==> src/rtl/synth_pkg.sv <==
// Shared types and widths for the voice sequencer and its parameter mux.
// Pure declarations; no logic, no latency.
// Waveform selects are one-hot, one bit per generator waveform.
package synth_pkg;

    typedef enum logic [1:0] {
        S_IDLE  = 2'd0,
        S_ISSUE = 2'd1,
        S_WAIT  = 2'd2
    } seq_state_e;

    localparam int VOICE_W = 10;
    localparam int MIX_W   = 12;
    localparam int FREQ_W  = 16;
    localparam int PW_W    = 12;
    localparam int WSEL_W  = 4;

    localparam logic [WSEL_W-1:0] WSEL_TRI   = 4'b0001;
    localparam logic [WSEL_W-1:0] WSEL_SAW   = 4'b0010;
    localparam logic [WSEL_W-1:0] WSEL_PULSE = 4'b0100;
    localparam logic [WSEL_W-1:0] WSEL_NOISE = 4'b1000;

endpackage

==> src/rtl/voice_param_mux.sv <==
// Selects one voice's control words from the packed per-voice vectors.
// Purely combinational, zero latency; no flow control.
// Outputs are forced to zero when en_i is low so an idle sequencer drives nothing.
module voice_param_mux
    import synth_pkg::*;
(
    input  logic                  en_i,
    input  logic [1:0]            idx_i,
    input  logic [3*FREQ_W-1:0]   freq_words_i,
    input  logic [3*PW_W-1:0]     pw_words_i,
    input  logic [3*WSEL_W-1:0]   wave_sels_i,
    input  logic [2:0]            sync_en_i,
    input  logic [2:0]            ring_en_i,
    output logic [FREQ_W-1:0]     freq_word_o,
    output logic [PW_W-1:0]       pw_word_o,
    output logic [WSEL_W-1:0]     wave_sel_o,
    output logic                  sync_o,
    output logic                  ring_mod_o
);

    always_comb begin
        freq_word_o = '0;
        pw_word_o   = '0;
        wave_sel_o  = '0;
        sync_o      = 1'b0;
        ring_mod_o  = 1'b0;
        if (en_i) begin
            case (idx_i)
                2'd0: begin
                    freq_word_o = freq_words_i[0*FREQ_W +: FREQ_W];
                    pw_word_o   = pw_words_i[0*PW_W +: PW_W];
                    wave_sel_o  = wave_sels_i[0*WSEL_W +: WSEL_W];
                    sync_o      = sync_en_i[0];
                    ring_mod_o  = ring_en_i[0];
                end
                2'd1: begin
                    freq_word_o = freq_words_i[1*FREQ_W +: FREQ_W];
                    pw_word_o   = pw_words_i[1*PW_W +: PW_W];
                    wave_sel_o  = wave_sels_i[1*WSEL_W +: WSEL_W];
                    sync_o      = sync_en_i[1];
                    ring_mod_o  = ring_en_i[1];
                end
                2'd2: begin
                    freq_word_o = freq_words_i[2*FREQ_W +: FREQ_W];
                    pw_word_o   = pw_words_i[2*PW_W +: PW_W];
                    wave_sel_o  = wave_sels_i[2*WSEL_W +: WSEL_W];
                    sync_o      = sync_en_i[2];
                    ring_mod_o  = ring_en_i[2];
                end
                default: ;
            endcase
        end
    end

endmodule

==> src/rtl/voice_sequencer.sv <==
// Walks each voice through the generator start/ready handshake per sample tick and sums the waves.
// Latency per voice: 1 ISSUE + WAIT cycles (+1 product register when VOICE_GAIN_EN is defined).
// Ticks while busy are dropped with overrun_o; a silent generator is abandoned after TIMEOUT_CYCLES.
module voice_sequencer
    import synth_pkg::*;
#(
    parameter int NUM_VOICES     = 3,
    parameter int TIMEOUT_CYCLES = 15
) (
    input  logic                  clk_i,
    input  logic                  rst_ni,
`ifdef VOICE_GAIN_EN
    input  logic [3*WSEL_W-1:0]   gains_i,
`endif
    input  logic                  sample_tick_i,
    input  logic [3*FREQ_W-1:0]   freq_words_i,
    input  logic [3*PW_W-1:0]     pw_words_i,
    input  logic [3*WSEL_W-1:0]   wave_sels_i,
    input  logic [2:0]            sync_en_i,
    input  logic [2:0]            ring_en_i,
    output logic                  start_o,
    output logic [1:0]            act_voice_o,
    output logic [FREQ_W-1:0]     freq_word_o,
    output logic [PW_W-1:0]       pw_word_o,
    output logic [WSEL_W-1:0]     wave_sel_o,
    output logic                  sync_o,
    output logic                  ring_mod_o,
    input  logic                  ready_i,
    input  logic [VOICE_W-1:0]    wave_i,
    output logic [MIX_W-1:0]      mix_o,
    output logic                  mix_valid_o,
    output logic                  busy_o,
    output logic                  overrun_o,
    output logic                  timeout_o
);

    localparam logic [1:0] LAST_VOICE = 2'(NUM_VOICES - 1);
    localparam logic [7:0] TMO_LAST   = 8'(TIMEOUT_CYCLES - 1);

    seq_state_e               state_q, state_d;
    logic [1:0]               idx_q, idx_d;
    logic [7:0]               cnt_q, cnt_d;
    logic signed [MIX_W-1:0]  acc_q, acc_d;
    logic [MIX_W-1:0]         mix_q, mix_d;
    logic                     mix_vld_q, mix_vld_d;

    logic                     wait_live;
    logic                     tmo_hit;
    logic                     take;
    logic                     adv;
    logic signed [MIX_W-1:0]  adv_val;
    logic signed [MIX_W-1:0]  acc_sum;
    logic signed [MIX_W-1:0]  wave_ext;

    assign wave_ext = {{(MIX_W-VOICE_W){wave_i[VOICE_W-1]}}, wave_i};

`ifdef VOICE_GAIN_EN
    logic                     pend_q;
    logic signed [MIX_W-1:0]  prod_q;
    logic [WSEL_W-1:0]        gain;
    logic signed [14:0]       prod_full;
    logic signed [MIX_W-1:0]  scaled;

    assign gain      = gains_i[{idx_q, 2'b00} +: WSEL_W];
    assign prod_full = $signed({{5{wave_i[VOICE_W-1]}}, wave_i}) * $signed({10'd0, gain});
    // (wave * gain) >>> 4; magnitude stays within 480 so the top bits are pure sign.
    assign scaled    = {prod_full[14], prod_full[14:4]};

    assign wait_live = (state_q == S_WAIT) && !pend_q;
    assign adv       = pend_q;
    assign adv_val   = prod_q;

    always_ff @(posedge clk_i or negedge rst_ni) begin
        if (!rst_ni) begin
            pend_q <= 1'b0;
            prod_q <= '0;
        end else if (take) begin
            pend_q <= 1'b1;
            prod_q <= ready_i ? scaled : '0;
        end else begin
            pend_q <= 1'b0;
        end
    end
`else
    assign wait_live = (state_q == S_WAIT);
    assign adv       = take;
    assign adv_val   = ready_i ? wave_ext : '0;
`endif

    // Ready on the final allowed cycle beats the timeout.
    assign tmo_hit   = wait_live && !ready_i && (cnt_q == TMO_LAST);
    assign take      = wait_live && (ready_i || (cnt_q == TMO_LAST));
    assign acc_sum   = acc_q + adv_val;

    assign start_o     = (state_q == S_ISSUE);
    assign busy_o      = (state_q != S_IDLE);
    assign overrun_o   = sample_tick_i && busy_o;
    assign timeout_o   = tmo_hit;
    assign act_voice_o = idx_q;
    assign mix_o       = mix_q;
    assign mix_valid_o = mix_vld_q;

    always_comb begin
        state_d   = state_q;
        idx_d     = idx_q;
        cnt_d     = cnt_q;
        acc_d     = acc_q;
        mix_d     = mix_q;
        mix_vld_d = 1'b0;
        case (state_q)
            S_IDLE: begin
                if (sample_tick_i) begin
                    acc_d   = '0;
                    idx_d   = '0;
                    state_d = S_ISSUE;
                end
            end
            S_ISSUE: begin
                cnt_d   = '0;
                state_d = S_WAIT;
            end
            S_WAIT: begin
                cnt_d = cnt_q + 8'd1;
                if (adv) begin
                    if (idx_q == LAST_VOICE) begin
                        mix_d     = acc_sum;
                        mix_vld_d = 1'b1;
                        idx_d     = '0;
                        state_d   = S_IDLE;
                    end else begin
                        acc_d   = acc_sum;
                        idx_d   = idx_q + 2'd1;
                        state_d = S_ISSUE;
                    end
                end
            end
            default: state_d = S_IDLE;
        endcase
    end

    always_ff @(posedge clk_i or negedge rst_ni) begin
        if (!rst_ni) begin
            state_q   <= S_IDLE;
            idx_q     <= '0;
            cnt_q     <= '0;
            acc_q     <= '0;
            mix_q     <= '0;
            mix_vld_q <= 1'b0;
        end else begin
            state_q   <= state_d;
            idx_q     <= idx_d;
            cnt_q     <= cnt_d;
            acc_q     <= acc_d;
            mix_q     <= mix_d;
            mix_vld_q <= mix_vld_d;
        end
    end

    voice_param_mux u_mux (
        .en_i         (busy_o),
        .idx_i        (idx_q),
        .freq_words_i (freq_words_i),
        .pw_words_i   (pw_words_i),
        .wave_sels_i  (wave_sels_i),
        .sync_en_i    (sync_en_i),
        .ring_en_i    (ring_en_i),
        .freq_word_o  (freq_word_o),
        .pw_word_o    (pw_word_o),
        .wave_sel_o   (wave_sel_o),
        .sync_o       (sync_o),
        .ring_mod_o   (ring_mod_o)
    );

endmodule

==> config.mk <==
export PLATFORM = sky130hd
export DESIGN_NAME = voice_sequencer
export DESIGN_NICKNAME = d
export VERILOG_FILES = /design/src/rtl/synth_pkg.sv /design/src/rtl/voice_param_mux.sv /design/src/rtl/voice_sequencer.sv
export SDC_FILE = /design/constraint.sdc
export NUM_CORES = 1
export LEC_CHECK = 0
export BUFFER_PORTS_ARGS = -buffer_cell sky130_fd_sc_hd__buf_2
export CORE_ASPECT_RATIO = 0.7
export CORE_UTILIZATION = 48
export CTS_BUF_LIST = sky130_fd_sc_hd__clkbuf_8
export DETAILED_ROUTE_END_ITERATION = 16
export HOLD_SLACK_MARGIN = 0.06
export PLACE_DENSITY = 0.84
export SLEW_MARGIN = 20
export SYNTH_ARGS = -nofsm -noshare
export SYNTH_HDL_FRONTEND = slang
export SYNTH_HIERARCHICAL = 1
export SYNTH_SLANG_ARGS = --single-unit
==> constraint.sdc <==
create_clock -name clk_i -period 2.55 [get_ports clk_i]
set_input_delay 0.255 -clock clk_i [delete_from_list [all_inputs] [get_ports clk_i]]
set_output_delay 0.255 -clock clk_i [all_outputs]
set_load 0.005 [all_outputs]
==> results.json, run 1 <==
{
  "grt_pass1_wl_mm": 14.7,
  "cp-start-kind": "flop",
  "clockBufferDepth": 2,
  "place_inst": 607,
  "ios": 169,
  "drive_gt1_frac": 0.394,
  "hold_path.class": "in2async",
  "std_cell_rows": 24,
  "regArea_sq_um": 928,
  "async_flop_share": 1.00,
  "area_delta_synth_final_pct": 28.9,
  "finClkSkew_ps": 5.87,
  "rsz0062_at_grt": "no",
  "cp_max_fo": 3,
  "vdd_drop_max_uv": 397,
  "critical_path_class": "reg2reg",
  "multiInputGateArea_sq_mm": 0.00222,
  "antenna_found_initial": 0,
  "placed_area_sq_mm": 0.00419,
  "synth_area_sq_mm": 0.00332,
  "power-per-cell-area_mw_per_mm2": 882,
  "cp_slowest_stage_delay_ps": 440,
  "dp_hpwl_mm": 7.34,
  "synth-main-ff-cell": "dfrtp_1",
  "grt_start_max_net_pins": 45,
  "root_buffer": "clkbuf_8",
  "synth_cells": 364,
  "routed_wl_mm": 9.51,
  "cts_tree": "built",
  "synth_seq_cells": 37,
  "syn_nets": 498,
  "drtAntennaViolNets": 0,
  "ys_warn_count": 6,
  "drc": 0,
  "timing.max_cap.violations": 0,
  "postSynthAreaPerCell_sq_um": 9.12,
  "synth_edf_count": 0,
  "start_util": 0.514,
  "yosysUniqueCellTypes": 50,
  "worst_pin_slew_ps": 928,
  "ys_top_cells_by_area": "dfrtp_1, mux2i_1, and2_1",
  "p_sw_frac": 0.435,
  "maxSlewHeadroom": 0.379,
  "cts_buffers": 5,
  "whs_ps": 54.2,
  "grt_usage": 0.256,
  "first_pass_iters": 4,
  "fmax_mhz": 414,
  "layout_min_cycle_time_ps": 2420,
  "insertion_delay_ps": 290,
  "diodes": 0,
  "cp.arrival_ps": 2600,
  "vias": 3294,
  "run_status": "finished, final reports clean",
  "die-width_microns": 101,
  "period_share": 0.948,
  "cts_hold_buf": 0,
  "final_nets": 657,
  "cts_htree_levels": 2,
  "finalSetupTns_ps": 0,
  "power_frac_clock": 0.109,
  "design_area_sq_mm": 0.00428,
  "hold_viol": 0,
  "critPathSlowestCell": "fa_1",
  "pre_cts_slack_ps": -20.8,
  "routedWlPerCell_microns": 15.5,
  "clkSlewWorstSetupHoldPaths_ps": 70,
  "seq_area_frac_synth": 0.279,
  "p_int_mw": 2.13,
  "avgViaCountPerCell": 5.36,
  "fin_ws_ps": 133,
  "slew_viol_final": 0,
  "finalNonFillerCells": 614,
  "p_seq_frac": 0.232,
  "grt_pass1_vias": 3159,
  "cp_top_family": "adder cells",
  "combPwrFrac": 0.659,
  "portBuffers": 168,
  "fill_cells": 533,
  "dieHeight_microns": 71.6,
  "setup_viol": 0,
  "yosysTopAreaCell": "dfrtp_1",
  "clock_sinks": 37,
  "initialDrtViolationCount": 177,
  "grt-ovfl-total": 0,
  "gp_congestion": 0.813,
  "required_ps": 2730,
  "switchingPower_mw": 1.64,
  "crit_buf_inv": 0,
  "core-area_sq_mm": 0.00646,
  "end_kind": "flop",
  "netlist.area_leader.share": 0.279,
  "cp_cell_sequence": "ha_1 > fa_1 > a21oi_2 > o21ai_1 > and3_4 > a2111oi_4 > xnor2_1 > mux2_4",
  "dieArea_sq_mm": 0.00725,
  "power_leakage_nw": 2.12
}
through the flow:
stage	total power [mW]	util
after floorplan	2.61	-
after global placement	3.25	0.648
after detailed placement	3.33	0.648
after CTS	3.76	0.662
after global routing	4.05	0.663
final	3.77	0.663
Yosys cell counts, drive strengths merged, types with 2 or more instances:
| library cell | instances |
|---|---|
| a21o | 4 |
| a21oi | 13 |
| a22o | 10 |
| a311oi | 2 |
| and2 | 45 |
| and3 | 3 |
| buf | 14 |
| clkbuf | 9 |
| dfrtp | 37 |
| ha | 17 |
| inv | 10 |
| mux2 | 12 |
| mux2i | 35 |
| nand2 | 19 |
| nand3 | 6 |
| nand3b | 35 |
| nor2 | 10 |
| nor2b | 4 |
| nor3 | 2 |
| nor4 | 2 |
| o21a | 3 |
| o21ai | 43 |
| o31ai | 5 |
| xnor2 | 6 |
| xor2 | 5 |
layout by cell type (no fill, tap or decap), types with 10 or more instances in the layout:
cell	instances
and2_1	44
a22o_1	10
ha_1	16
nor2_1	10
o21ai_1	35
mux2i_1	35
dfrtp_1	35
buf_2	168
a21oi_1	12
nand3b_1	35
inv_1	10
nand2_1	19
power by group through the flow:
stage / sequential, mW / clock, mW / combinational (mW)
6_report: 0.877 / 0.411 / 2.49
4_1_cts: 0.875 / 0.414 / 2.47
3_5_place_dp: 0.881 / 0 / 2.45
3_3_place_gp: 0.876 / 0 / 2.37
5_1_grt: 0.897 / 0.436 / 2.72
2_1_floorplan: 0.842 / 0 / 1.77
what timing repair did:
action / in CTS / in global routing
endpoints found under the hold margin: 0 / 0
setup endpoints to repair: 0 / 2
resized for setup: 0 / 2
setup buffers: 0 / 0
path summary, 6_finish.rpt:
| path | start | to | slack, ps | cells after the start |
|---|---|---|---|---|
| setup / recovery | acc_q[0] | mix_o[10] | 130 | 8 |
| hold / removal | rst_ni | mix_o[8] | 50 | 1 |
| setup reg to reg | acc_q[0] | mix_o[10] | 130 | 8 |
| hold reg to reg | mix_o[5] | mix_o[5] | 490 | 1 |
| max in group asynchronous | rst_ni | act_voice_o[0] | 1930 | 1 |
| min in group clk_i | sample_tick_i | act_voice_o[0] | 470 | 3 |
final cells by class:
class	count	area share
inverters	10	0.00877
clock buffers	6	0.0193
clock inverters	1	0.000877
well taps	91	0.0266
repair buffers	175	0.209
multi-input cells	294	0.519
flip-flops and latches	37	0.217
kinds of logic (layout without fill, tap and decap cells):
group / after synthesis / after routing / synth area share
AO/OA/AOI/OAI: 90 / 90 / 0.185
XOR/XNOR: 11 / 11 / 0.0290
adder cells (fa/ha/maj): 18 / 18 / 0.0701
buffers and inverters: 33 / 192 / 0.0543
flip-flops: 37 / 37 / 0.279
multiplexers: 47 / 47 / 0.147
AND/OR/NAND/NOR: 128 / 128 / 0.235
metal layers:
metal  vias up  part of all wire  track usage
li1       1631                 -            -
met1      1534              0.45        0.333
met2       117              0.49        0.435
met3        12             0.051       0.0546
met4         0             0.012       0.0660
met5         -                 0            0
flip-flops by register name, indices dropped and copies added, names as in the netlist:
signal,flops
acc_q,12
mix_o,12
mix_valid_o,1
state_q,2
act_voice_o,2
cnt_q,8
(Power assumes the default switching activity.)
==> run 2: changes to the inputs <==
--- a/config.mk
+++ b/config.mk
@@ -7,13 +7,12 @@
 export LEC_CHECK = 0
 export BUFFER_PORTS_ARGS = -buffer_cell sky130_fd_sc_hd__buf_2
 export CORE_ASPECT_RATIO = 0.7
-export CORE_UTILIZATION = 48
+export CORE_UTILIZATION = 46
 export CTS_BUF_LIST = sky130_fd_sc_hd__clkbuf_8
 export DETAILED_ROUTE_END_ITERATION = 16
 export HOLD_SLACK_MARGIN = 0.06
-export PLACE_DENSITY = 0.84
+export PLACE_DENSITY = 0.83
 export SLEW_MARGIN = 20
 export SYNTH_ARGS = -nofsm -noshare
 export SYNTH_HDL_FRONTEND = slang
-export SYNTH_HIERARCHICAL = 1
 export SYNTH_SLANG_ARGS = --single-unit
==> run 2 against run 1 <==
Net effect:
- sequential power is 3.9% lower
- synthesized cell count is 0.55% lower
- hold slack worse by 1.6 ps
- combinational power is 10% lower
- clock power is 13% higher
==> results.json, run 2 <==
{
  "run_status": "finished, final reports clean",
  "hold_path.class": "in2async",
  "postLayoutCoreUtil": 0.643,
  "grt_start_max_net_pins": 38,
  "r2r-start": "acc_q[0]",
  "timing.max_cap.violations": 0,
  "period_share": 0.944,
  "top_layer": "met4",
  "finalSetupTns_ps": 0,
  "final_nets": 658,
  "insertion_delay_ps": 300,
  "dieHeight_microns": 69.8,
  "power-per-cell-area_mw_per_mm2": 877,
  "slew_viol_final": 0,
  "cp-start-kind": "flop",
  "synth_cells": 362,
  "die-width_microns": 98.8,
  "cts_resized": 0,
  "async_flop_share": 1.00,
  "cp_max_fo": 3,
  "end_kind": "flop",
  "portBuffers": 168,
  "grt_pass1_vias": 2946,
  "synth_area_sq_mm": 0.00302,
  "layout_commonest_cell": "buf_2",
  "clockBufferDepth": 2,
  "synth-simple-area-share": 0.194,
  "layout_min_cycle_time_ps": 2410,
  "critPathSlowestCell": "fa_1",
  "yosysUniqueCellTypes": 45,
  "path_common_cell": "inv_1",
  "clock_sinks": 37,
  "ios": 169,
  "grt_usage": 0.258,
  "wl_met1_mm": 4.05,
  "yosysMostFrequentCell": "nor2_1",
  "dieArea_sq_mm": 0.00689,
  "required_ps": 2740,
  "cts_setup_buffers": 0,
  "crit_buf_inv": 2,
  "gp_congestion": 0.871,
  "initialDrtViolationCount": 142,
  "antenna_found_initial": 0,
  "finClkSkew_ps": 5.84,
  "cp_cell_sequence": "ha_1 > inv_1 > fa_1 > inv_1 > a21o_1 > a211oi_1 > or3b_1 > a21oi_1 > xor2_1 > mux2_2",
  "vdd_drop_max_uv": 416,
  "worst_pin_slew_ps": 831,
  "cp_slowest_stage_delay_ps": 420,
  "netlist.area_leader.share": 0.307,
  "area_delta_synth_final_pct": 33.7,
  "syn_nets": 496,
  "hold_viol": 0,
  "critical_path_class": "reg2reg",
  "clkSlewWorstSetupHoldPaths_ps": 80,
  "netlist_top_cells_count": "nor2_1, a21oi_1, dfrtp_1",
  "drc": 0,
  "setup_viol": 0,
  "first_pass_iters": 4,
  "cts_hold_buf": 0,
  "power_leakage_nw": 2.18,
  "dp_hpwl_mm": 6.82,
  "synth_edf_count": 0,
  "core-area_sq_mm": 0.00628,
  "synth-compound-area-share": 0.175,
  "drtAntennaViolNets": 0,
  "cp.arrival_ps": 2590,
  "wl_met2_mm": 4.20,
  "cts_tree": "built",
  "setup.worst_path.start": "acc_q[0]",
  "synth.area.mux_share": 0.158,
  "cts_buffers": 5,
  "cts_htree_levels": 2,
  "rsz0062_at_grt": "no",
  "synth_top_family_by_area": "simple AND/OR/NAND/NOR gates",
  "synth_seq_cells": 37,
  "maxSlewHeadroom": 0.446,
  "root_buffer": "clkbuf_8",
  "seq_area_frac_synth": 0.307,
  "postSynthAreaPerCell_sq_um": 8.33,
  "finalPower_mw": 3.54,
  "layout_common_cells": "buf_2, nor2_1, a21oi_1",
  "grt_pass1_wl_mm": 14.2,
  "synth_fa_ha_area_frac": 0.0771,
  "whs_ps": 52.6,
  "avgViaCountPerCell": 5.27,
  "diodes": 0,
  "vias": 3180,
  "drive_gt1_frac": 0.390,
  "ys_top_cells_by_area": "dfrtp_1, mux2i_1, nor2_1",
  "synth-xor-area-share": 0.0402,
  "start_util": 0.481,
  "grt-ovfl-total": 0,
  "design_area_sq_mm": 0.00403,
  "yosysTopAreaCell": "dfrtp_1",
  "placed_area_sq_mm": 0.00393,
  "routedWlPerCell_microns": 14.8,
  "synth-main-ff-cell": "dfrtp_1",
  "routed_wl_mm": 8.90,
  "wl_met3_microns": 554,
  "cp_top_family": "adder cells",
  "fmax_mhz": 415,
  "ys_warn_count": 0,
  "std_cell_rows": 24
}
## run 2: layer usage
metal / up-vias / global-route usage
met4: 0 / 0.0746
li1: 1574 / -
met5: - / 0
met1: 1481 / 0.354
met3: 10 / 0.0474
met2: 115 / 0.416
## run 2: kinds of logic after synthesis
logic type	after synthesis
xor gates and xnor gates	13
adders and majority gates	18
DFF	37
and+or+nand+nor	130
muxes	46
buffers and inverters	36
AOI/OAI and AO/OA	82
## run 2: worst paths after layout
| check | to | depth (start not counted) | slack, ps |
|---|---|---|---|
| worst max-delay path | mix_o[10] | 10 | 140 |
| worst min-delay path | acc_q[0] | 1 | 50 |
| worst max register to register | mix_o[10] | 10 | 140 |
| worst min register to register | mix_o[8] | 1 | 500 |
| max in group asynchronous | act_voice_o[0] | 1 | 1920 |
| min in group clk_i | acc_q[0] | 4 | 460 |
## run 2: stage by stage
stage	cells	setup WS, ps
CTS	603	150
global placement	595	62.1
floorplan	362	86.6
detailed placement	595	5.75
global route	603	25.1
finish	603	142
## run 2: cell type report
cell class	count	area (sq um)
timing repair buffer	177	908
multi-input combinational	289	1950
clock buffer	7	96.3
inverter	14	52.6
tap	78	97.6
fill	544	2240
clock inverter	1	5.00
sequential	37	927
## run 2: worst reg2reg max path, cell delays in order, from the launching register on
cell	delay [ps]
dfrtp_1	360
ha_1	190
inv_1	70
fa_1	420
inv_1	80
a21o_1	130
a211oi_1	120
or3b_1	390
a21oi_1	180
xor2_1	100
mux2_2	270
## run 2: where the power goes
group / switching [mW] / internal, mW / total [mW]
Clock: 0.220 / 0.244 / 0.464
Combinational: 1.25 / 0.980 / 2.23
Sequential: 0.101 / 0.742 / 0.843
==> run 3: changes to the inputs <==
--- a/config.mk
+++ b/config.mk
@@ -6,13 +6,14 @@
 export NUM_CORES = 1
 export LEC_CHECK = 0
 export BUFFER_PORTS_ARGS = -buffer_cell sky130_fd_sc_hd__buf_2
+export CELL_PAD_IN_SITES_DETAIL_PLACEMENT = 1
+export CELL_PAD_IN_SITES_GLOBAL_PLACEMENT = 2
 export CORE_ASPECT_RATIO = 0.7
-export CORE_UTILIZATION = 46
+export CORE_UTILIZATION = 24
 export CTS_BUF_LIST = sky130_fd_sc_hd__clkbuf_8
 export DETAILED_ROUTE_END_ITERATION = 16
 export HOLD_SLACK_MARGIN = 0.06
-export PLACE_DENSITY = 0.83
-export SLEW_MARGIN = 20
+export PLACE_DENSITY_LB_ADDON = 0.1
 export SYNTH_ARGS = -nofsm -noshare
 export SYNTH_HDL_FRONTEND = slang
 export SYNTH_SLANG_ARGS = --single-unit
==> constraint.sdc (replaced) <==
create_clock -name clk_i -period 2.28 [get_ports clk_i]
set_input_delay 0.228 -clock clk_i [delete_from_list [all_inputs] [get_ports clk_i]]
set_output_delay 0.228 -clock clk_i [all_outputs]
set_load 0.005 [all_outputs]
==> run 3 against run 2 <==
Net effect:
- maximum frequency rose by 10%
- largest power group unchanged
- global-route usage fell by 9.1 points
- routed wire length rose by 24%
- final cell count rose by 17%
- highest routed layer unchanged
- core utilization fell by 27 points
==> results.json, run 3 (synthesized netlist as in run 2, its figures left out) <==
{
  "cp-start-kind": "flop",
  "period_share": 0.959,
  "postLayoutCoreUtil": 0.369,
  "layout_min_cycle_time_ps": 2190,
  "dieArea_sq_mm": 0.0130,
  "grt_start_max_net_pins": 39,
  "layout_common_cells": "buf_2, nor2_1, a21oi_1",
  "drtAntennaViolNets": 0,
  "grt_usage": 0.167,
  "cp_top_family": "adder cells",
  "area_delta_synth_final_pct": 46.5,
  "run_status": "finished, final reports clean",
  "worst_pin_slew_ps": 670,
  "insertion_delay_ps": 300,
  "first_pass_iters": 4,
  "drive_gt1_frac": 0.434,
  "finClkSkew_ps": 13.9,
  "diodes": 0,
  "die-width_microns": 136,
  "finalNonFillerCells": 708,
  "cp_max_fo": 2,
  "grt_pass1_vias": 3313,
  "p_int_mw": 2.42,
  "dp_hpwl_mm": 8.58,
  "cts_buffers": 5,
  "root_buffer": "clkbuf_8",
  "critical_path_class": "reg2reg",
  "final_nets": 684,
  "path_common_cell": "inv_2",
  "layout_commonest_cell": "buf_2",
  "clock_sinks": 37,
  "end_kind": "flop",
  "finalSetupTns_ps": 0,
  "rsz0062_at_grt": "yes",
  "cp_slowest_stage_delay_ps": 370,
  "initialDrtViolationCount": 47,
  "placed_area_sq_mm": 0.00423,
  "switchingPower_mw": 1.89,
  "critPathSlowestCell": "dfrtp_1",
  "std_cell_rows": 33,
  "grt-ovfl-total": 0,
  "p_sw_frac": 0.439,
  "cts_htree_levels": 2,
  "ios": 169,
  "drc": 0,
  "hold_path.class": "in2reg",
  "routed_wl_mm": 11.0,
  "fmax_mhz": 457,
  "whs_ps": 410,
  "start_util": 0.252,
  "crit_buf_inv": 2,
  "dieHeight_microns": 95.8,
  "power-per-cell-area_mw_per_mm2": 975,
  "cts_tree": "built",
  "grt_pass1_wl_mm": 17.0,
  "avgViaCountPerCell": 4.61,
  "routedWlPerCell_microns": 15.5,
  "cp_cell_sequence": "ha_2 > inv_2 > fa_2 > inv_2 > a21o_1 > a211oi_2 > or3b_1 > a21oi_2 > xor2_1 > mux2_4",
  "setup_viol": 0,
  "power_leakage_nw": 2.30,
  "vias": 3267,
  "place_inst": 698,
  "required_ps": 2470,
  "cp.arrival_ps": 2380,
  "core-area_sq_mm": 0.0120,
  "portBuffers": 168,
  "gp_congestion": 0.770,
  "vdd_drop_max_uv": 286,
  "p_seq_frac": 0.221,
  "timing.max_cap.violations": 0,
  "clockBufferDepth": 2,
  "antenna_found_initial": 0,
  "design_area_sq_mm": 0.00442,
  "slew_viol_final": 0,
  "hold_viol": 0,
  "power_frac_clock": 0.142,
  "clkSlewWorstSetupHoldPaths_ps": 80,
  "maxSlewHeadroom": 0.553,
  "combPwrFrac": 0.637
}
==> run 3: repair_timing <==
item                       CTS  global route
hold buffers                 1             0
buffers inserted             0             1
setup endpoints to repair    0            10
gates resized for setup      0             8
hold endpoints to repair    26             0
==> run 3: cell type report <==
type / instances / area (sq um)
inverters: 14 / 52.6
clock buffers: 6 / 82.6
clock inverters: 2 / 37.5
fillers: 1487 / 7560
well taps: 157 / 196
repair buffers: 203 / 1120
flip-flops and latches: 37 / 927
multi-input cells: 289 / 2000
==> run 3: final timing paths <==
check                           from         to  slack (ps)  depth (start not counted)
setup / recovery            acc_q[0]  mix_o[10]          90                         10
hold / removal             wave_i[0]   acc_q[0]         410                          4
setup reg to reg            acc_q[0]  mix_o[10]          90                         10
hold reg to reg             mix_o[0]   mix_o[0]         490                          1
max in group asynchronous     rst_ni   acc_q[7]        1180                          3
min in group asynchronous     rst_ni   mix_o[3]         490                          2
==> run 3: metal layers <==
layer	share of wire	vias to the layer above	global-route usage
met4	0.012	0	0.0380
met3	0.053	9	0.0332
met2	0.48	78	0.279
met1	0.46	1563	0.222
met5	0	-	0
li1	-	1617	-
==> run 3: through the flow <==
stage | setup WS (ps) | power (mW)
after floorplan | 29.3 | 2.54
after global placement | -105 | 3.65
after CTS | 25.8 | 4.35
after detailed placement | -136 | 3.71
after global routing | -27.5 | 4.74
final | 94.0 | 4.31
==> run 3: tightest hold or removal path: cells and delay by family <==
kind,cells,cell delay [ps]
fa+ha+maj,1,150
simple gates,1,110
buf+inv,1,80
compound gates,1,110
==> run 3: power groups by stage <==
| stage | Clock [mW] | Sequential [mW] | Combinational [mW] |
|---|---|---|---|
| 3_5_place_dp | 0 | 0.960 | 2.75 |
| 6_report | 0.613 | 0.952 | 2.74 |
| 5_1_grt | 0.675 | 0.980 | 3.09 |
| 4_1_cts | 0.641 | 0.950 | 2.76 |
| 2_1_floorplan | 0 | 0.935 | 1.61 |
| 3_3_place_gp | 0 | 0.956 | 2.69 |
